File: config.mk
export PLATFORM = sky130hd
export DESIGN_NAME = measure_frame_length
export DESIGN_NICKNAME = d
export VERILOG_FILES = /design/src/rtl/measure_frame_length_pkg.sv /design/src/rtl/measure_frame_length.sv
export SDC_FILE = /design/constraint.sdc
export NUM_CORES = 1
export LEC_CHECK = 0
export CAP_MARGIN = 20
export CORE_MARGIN = 2
export CORE_UTILIZATION = 53
export DETAILED_ROUTE_END_ITERATION = 10
export MAX_ROUTING_LAYER = met4
export PLACE_DENSITY = 0.79
export SLEW_MARGIN = 5
export SYNTH_ARGS = -nofsm -noshare
export SYNTH_HDL_FRONTEND = slang
export SYNTH_SLANG_ARGS = --single-unit
File: constraint.sdc
create_clock -name clk -period 2.3 [get_ports clk]
set_input_delay 0.46 -clock clk [delete_from_list [all_inputs] [get_ports clk]]
set_output_delay 0.46 -clock clk [all_outputs]
set_load 0.005 [all_outputs]
File: src/rtl/measure_frame_length_pkg.sv
// Shared frame-length constants and length-emitter state type.
// The merge stage imports the same package so both sides agree on the length format.
package measure_frame_length_pkg;

  localparam int FRAME_LENGTH_WIDTH = 16;
  localparam int FRAME_LENGTH_BEATS = FRAME_LENGTH_WIDTH / 8;

  typedef enum logic {
    LEN_EMPTY = 1'b0,
    LEN_FULL  = 1'b1
  } len_state_e;

endpackage

File: src/rtl/measure_frame_length.sv
// Byte-counting pass-through for an 8-bit AXI4-Stream.
// Each frame's length is emitted MSB first on a separate length stream.
module measure_frame_length
  import measure_frame_length_pkg::*;
#(
  parameter int DATA_WIDTH   = 8,
  parameter int LENGTH_WIDTH = FRAME_LENGTH_WIDTH
) (
  input  logic                  clk,
  input  logic                  rstn,
  input  logic [DATA_WIDTH-1:0] s_axis_tdata,
  input  logic                  s_axis_tvalid,
  output logic                  s_axis_tready,
  input  logic                  s_axis_tlast,
  output logic [DATA_WIDTH-1:0] m_axis_tdata,
  output logic                  m_axis_tvalid,
  input  logic                  m_axis_tready,
  output logic                  m_axis_tlast,
  output logic [DATA_WIDTH-1:0] m_axis_frame_length_tdata,
  output logic                  m_axis_frame_length_tvalid,
  input  logic                  m_axis_frame_length_tready,
  output logic                  m_axis_frame_length_tlast,
  output logic                  frame_length_overflow
);

  localparam int LENGTH_BEATS = LENGTH_WIDTH / DATA_WIDTH;
  localparam int IDX_W = (LENGTH_BEATS > 1) ? $clog2(LENGTH_BEATS) : 1;
  localparam logic [IDX_W-1:0] IDX_LAST = IDX_W'(LENGTH_BEATS - 1);
  localparam logic [LENGTH_WIDTH-1:0] CNT_MAX = '1;

  if (DATA_WIDTH != 8) begin : g_bad_data_width
    $error("measure_frame_length: DATA_WIDTH must be 8");
  end
  if ((LENGTH_WIDTH % DATA_WIDTH) != 0) begin : g_bad_length_width
    $error("measure_frame_length: LENGTH_WIDTH must be a multiple of DATA_WIDTH");
  end

  len_state_e              state_q, state_d;
  logic [LENGTH_WIDTH-1:0] beat_cnt_q, beat_cnt_d;
  logic [LENGTH_WIDTH-1:0] len_q, len_d;
  logic [IDX_W-1:0]        idx_q, idx_d;
  logic                    sat_q, sat_d;
  logic                    ovf_q, ovf_d;

  logic                    len_full;
  logic                    stall;
  logic                    in_hs;
  logic                    last_hs;
  logic                    len_hs;
  logic                    cnt_at_max;
  logic [DATA_WIDTH-1:0]   len_byte;

  assign len_full   = (state_q == LEN_FULL);
  // Only the closing beat waits for the previous length to drain.
  assign stall      = s_axis_tlast & len_full;
  assign cnt_at_max = (beat_cnt_q == CNT_MAX);

  assign m_axis_tdata  = s_axis_tdata;
  assign m_axis_tlast  = s_axis_tlast;
  assign m_axis_tvalid = s_axis_tvalid & ~stall & rstn;
  assign s_axis_tready = m_axis_tready & ~stall & rstn;

  assign in_hs   = s_axis_tvalid & s_axis_tready;
  assign last_hs = in_hs & s_axis_tlast;
  assign len_hs  = m_axis_frame_length_tvalid & m_axis_frame_length_tready;

  always_comb begin
    len_byte = '0;
    for (int b = 0; b < LENGTH_BEATS; b++) begin
      if (idx_q == IDX_W'(b)) begin
        len_byte = len_q[LENGTH_WIDTH-1-DATA_WIDTH*b -: DATA_WIDTH];
      end
    end
  end

  assign m_axis_frame_length_tvalid = len_full;
  assign m_axis_frame_length_tdata  = len_full ? len_byte : '0;
  assign m_axis_frame_length_tlast  = len_full & (idx_q == IDX_LAST);
  assign frame_length_overflow      = ovf_q;

  always_comb begin
    state_d    = state_q;
    beat_cnt_d = beat_cnt_q;
    len_d      = len_q;
    idx_d      = idx_q;
    sat_d      = sat_q;
    ovf_d      = 1'b0;

    if (last_hs) begin
      len_d      = cnt_at_max ? CNT_MAX : beat_cnt_q + 1'b1;
      ovf_d      = sat_q | cnt_at_max;
      beat_cnt_d = '0;
      sat_d      = 1'b0;
    end else if (in_hs) begin
      if (cnt_at_max) begin
        sat_d = 1'b1;
      end else begin
        beat_cnt_d = beat_cnt_q + 1'b1;
      end
    end

    unique case (state_q)
      LEN_EMPTY: begin
        if (last_hs) begin
          state_d = LEN_FULL;
          idx_d   = '0;
        end
      end
      LEN_FULL: begin
        if (len_hs) begin
          if (idx_q == IDX_LAST) begin
            state_d = LEN_EMPTY;
            idx_d   = '0;
          end else begin
            idx_d = idx_q + 1'b1;
          end
        end
      end
    endcase
  end

  always_ff @(posedge clk or negedge rstn) begin
    if (!rstn) begin
      state_q    <= LEN_EMPTY;
      beat_cnt_q <= '0;
      len_q      <= '0;
      idx_q      <= '0;
      sat_q      <= 1'b0;
      ovf_q      <= 1'b0;
    end else begin
      state_q    <= state_d;
      beat_cnt_q <= beat_cnt_d;
      len_q      <= len_d;
      idx_q      <= idx_d;
      sat_q      <= sat_d;
      ovf_q      <= ovf_d;
    end
  end

endmodule
==> run_results.csv <==
group,metric,value,unit
place,place_area,2350,µm²
timing,final.setup.worst_slack,0.09758,ns
drt,vias_per_cell,5.587,
clock_tree,insertion_delay,0.30,ns
yosys,ys_warn_count,0,
power_and_ir_drop,total_leakage_power,1.009,nW
critical_path,element_type_at_the_critical_path_start,"input pin",
finish,post_route_cells_drive_above_1_share,0.1560,
finish,final_nets,264,
clock_tree,htree_levels,2,
outcome,outcome,"complete, no violations",
drt,met1_length,2.115,mm
critical_path,cp_cell_sequence,"clkdlybuf4s50_1 -> nand2_1 -> and3_1 -> clkdlybuf4s50_1",
yosys,synth-main-ff-cell,"sky130_fd_sc_hd__dfrtp_1",
critical_path,worstReg2RegStart,"beat_cnt_q[0]$_DFFE_PN0P_",
timing,final_min_period_over_clock_period,0.9576,
critical_path,path_class,"in -> out",
yosys,syn_avg_cell_area,9.344,µm²
critical_path,critical_path.reg2reg.endpoint,"beat_cnt_q[15]$_DFFE_PN0P_",
grt,first_global_vias,1529,
floorplanning,chipWidth,68.09,µm
clock_tree,cts_setup_buffers,0,
yosys,synthDominantCellAreaShare,0.4138,
timing,final-max-slew-violation-count,0,
critical_path,cpLargestDelayFamily,"buffers and inverters",
power_and_ir_drop,switching_share,0.3217,
run,cap_violations,0,
yosys,synth.cells.most_frequent,"sky130_fd_sc_hd__dfrtp_1 (36), sky130_fd_sc_hd__nor2_1 (33), sky130_fd_sc_hd__nand2_1 (19)",
timing,report.final.setup_viol,0,
place,gp_congestion,0.9391,
yosys,postSynthRegisterBits,36,
timing,final_period_minus_worst_setup_slack,2.202,ns
critical_path,worstPathArrival,1.74,ns
grt,first_pass_grt_wire_length,7.500,mm
drt,drc,0,
yosys,synth_sequential_area_ratio,0.4138,
clock_tree,clkTransAtPathRegs,0.07,ns
drt,routed_wire_length_per_instance,15.04,µm
clock_tree,clock-sinks,36,
grt,grt.overflow.total,0,
timing,unrepaired_setup_endpoints_after_global_routing,"false",
timing,worst_slew_pin_slew,0.4997,ns
clock_tree,ctsRootBufferMaster,"sky130_fd_sc_hd__clkbuf_8",
drt,routed_wirelength,4.513,mm
yosys,syn_area,2177,µm²
floorplanning,core_region_area,3971,µm²
critical_path,setup.worst_path.end_class,"output port",
yosys,netlist.top_cell.by_area,"sky130_fd_sc_hd__dfrtp_1",
floorplanning,core.rowCount,23,
timing,slew_margin_rel,0.6622,
drt,dr.max_layer_used,"met4",
clock_tree,cts_tree,"done",
timing,clock_skew,0.004484,ns
place,preCtsSetupSlack,0.07399,ns
power_and_ir_drop,peakVddDrop,0.0005477,V
hold_path,hold_path.class,"in -> async",
yosys,synth_top_cells_by_area,"sky130_fd_sc_hd__dfrtp_1 (41%), sky130_fd_sc_hd__xnor2_1 (6.0%), sky130_fd_sc_hd__nor2_1 (5.7%), sky130_fd_sc_hd__buf_4 (4.1%), sky130_fd_sc_hd__mux2i_1 (3.7%)",
power_and_ir_drop,net-switching-power,0.0007146,W
yosys,synth_cell_type_count,43,
drt,wl_met3,230,µm
drt,firstDrtPassIters,4,
critical_path,cpMostUsedCell,"sky130_fd_sc_hd__clkdlybuf4s50_1",
grt,grt_max_degree,23,
yosys,netlist_instances,233,
finish,area_delta_synth_final,13.62,%
floorplanning,die_outline_height,68.09,µm
finish,fillers,345,
power_and_ir_drop,power_frac_comb,0.283,
drt,dr_wl_met2,2.087,mm
place,placement.io_buffers,19,
floorplanning,io_pins,36,
grt,globalRouteTotalUtil,0.2274,
timing,clock.fmax,0.4540,GHz
finish,antenna_cells,0,
drt,route.antenna.remaining_nets,0,
critical_path,max_stage_delay,0.57,ns
clock_tree,numCtsBuffers,5,
critical_path,crit_buf_inv,2,
power_and_ir_drop,power.density,898.1,nW/µm²
floorplanning,starting_density,0.5482,
power_and_ir_drop,p_clk_frac,0.252,
power_and_ir_drop,finalPower,0.002221,W
grt,initial_antenna_violation_count,0,
clock_tree,cts_buffer_depth,2,
timing,timing.final.hold_violations,0,
power_and_ir_drop,internal_power,0.001507,W
critical_path,crit_path_top_delay_cell,"sky130_fd_sc_hd__clkdlybuf4s50_1",
timing,setup_total_negative_slack,0,ns
yosys,count_leader_synth,"sky130_fd_sc_hd__dfrtp_1",
critical_path,r2r_slack,0.22,ns
finish,fin_area,2474,µm²
drt,drtIter0Drc,123,
drt,dr_total_vias,1676,
critical_path,critical_path_peak_fanout,4,
floorplanning,die-area,4636,µm²
critical_path,worst_r2r_path_cells,7,
place,place_hpwl,3.289,mm
yosys,edff_count_synth,0,
yosys,postSynthNetCount,248,
yosys,asyncSetResetFlopFracSynth,1.000,
power_and_ir_drop,sequentialPowerShare,0.465,
critical_path,timing.critical_path.required,1.84,ns
==> per-stage QoR <==
stage               cells  utilization  hold WS, ns
global placement      291       0.5917       0.2900
CTS                   300       0.6222       0.1837
detailed placement    291       0.5917       0.2945
floorplan             233            -       0.1644
finish                300       0.6229       0.1747
global route          300       0.6229       0.2124
==> power groups by stage <==
stage / Clock [W] / Combinational [W] / Sequential, W
floorplan: 0 / 0.000501 / 0.000923
global placement: 0 / 0.000606 / 0.00103
detailed placement: 0 / 0.000624 / 0.00104
CTS: 0.000563 / 0.000633 / 0.00103
global route: 0.000584 / 0.000705 / 0.00106
finish: 0.000559 / 0.000629 / 0.00103
==> cell families after synthesis <==
family          share of synthesized area
flops                              0.4138
xor+xnor                          0.09253
simple gates                       0.2696
compound gates                    0.09081
fa+ha+maj                        0.005746
mux                               0.03678
buf+inv                           0.09080
==> state kept, by name (all words and copies together) (netlist names) <==
register,cells
m_axis_frame_length_tvalid,1
beat_cnt_q,16
frame_length_overflow,1
len_q,16
idx_q,1
sat_q,1
==> worst reg2reg max path: cells and delay by family (launching register included) <==
kind / cells / cell delay (ns)
and+or+nand+nor: 3 / 0.70
DFF: 1 / 0.46
adders and majority gates: 1 / 0.38
AOI/OAI and AO/OA: 2 / 0.29
buffers and inverters: 1 / 0.18
==> cells in the final DEF, fill, tap and decap left out, types with 2 or more instances in the layout <==
master                            synthesis  routed
sky130_fd_sc_hd__dfrtp_1                 36      34
sky130_fd_sc_hd__nor2_1                  33      33
sky130_fd_sc_hd__nand2_1                 19      19
sky130_fd_sc_hd__clkdlybuf4s50_1          0      18
sky130_fd_sc_hd__xnor2_1                 15      15
sky130_fd_sc_hd__buf_4                   12      15
sky130_fd_sc_hd__a21oi_1                 14      14
sky130_fd_sc_hd__mux2i_1                  8       8
sky130_fd_sc_hd__nor2b_1                  8       8
sky130_fd_sc_hd__nand4_1                  8       8
sky130_fd_sc_hd__nand3_1                  8       8
sky130_fd_sc_hd__xor2_1                   8       8
sky130_fd_sc_hd__nor3_1                   7       7
sky130_fd_sc_hd__o21ai_0                  6       6
sky130_fd_sc_hd__a31oi_1                  5       5
sky130_fd_sc_hd__clkbuf_8                 4       5
sky130_fd_sc_hd__and3_1                   3       3
sky130_fd_sc_hd__nor3b_1                  3       3
sky130_fd_sc_hd__nor4_1                   3       3
sky130_fd_sc_hd__nand4_4                  2       2
sky130_fd_sc_hd__o31a_1                   2       2
sky130_fd_sc_hd__dfrtp_2                  0       2
==> area by class of cell <==
class | instances | area, µm² | area share
multi-input cells | 170 | 1085 | 0.4385
clock buffers | 5 | 68.82 | 0.02782
inverters | 1 | 3.754 | 0.001517
repair buffers | 35 | 307.8 | 0.1244
flip-flops and latches | 36 | 903.4 | 0.3652
well taps | 50 | 62.56 | 0.02529
clock inverters | 3 | 42.54 | 0.01720
==> per-layer routing <==
layer  GRT usage  vias up
met4      0.1050        0
met3     0.03947        7
met5           -        -
li1            -      834
met2      0.3252       49
met1      0.3161      786
==> worst max-delay path by stage <==
stage                                        end  slack (ns)  cells after the start                       from
floorplan             beat_cnt_q[13]$_DFFE_PN0P_        0.56                      5  beat_cnt_q[0]$_DFFE_PN0P_
global placement                   s_axis_tready        0.09                      4               s_axis_tlast
detailed placement                 s_axis_tready        0.07                      4               s_axis_tlast
CTS                 m_axis_frame_length_tdata[3]        0.05                      3          idx_q$_DFFE_PN0P_
global route                       m_axis_tvalid        0.03                      3               s_axis_tlast
finish                             s_axis_tready         0.1                      4               s_axis_tlast
==> what timing repair did <==
item | in CTS | in global routing
hold buffers | 1 | 0
endpoints found under the setup margin | 0 | 9
gates resized for setup | 0 | 2
hold endpoints to repair | 3 | 0
(Power assumes the default switching activity.)
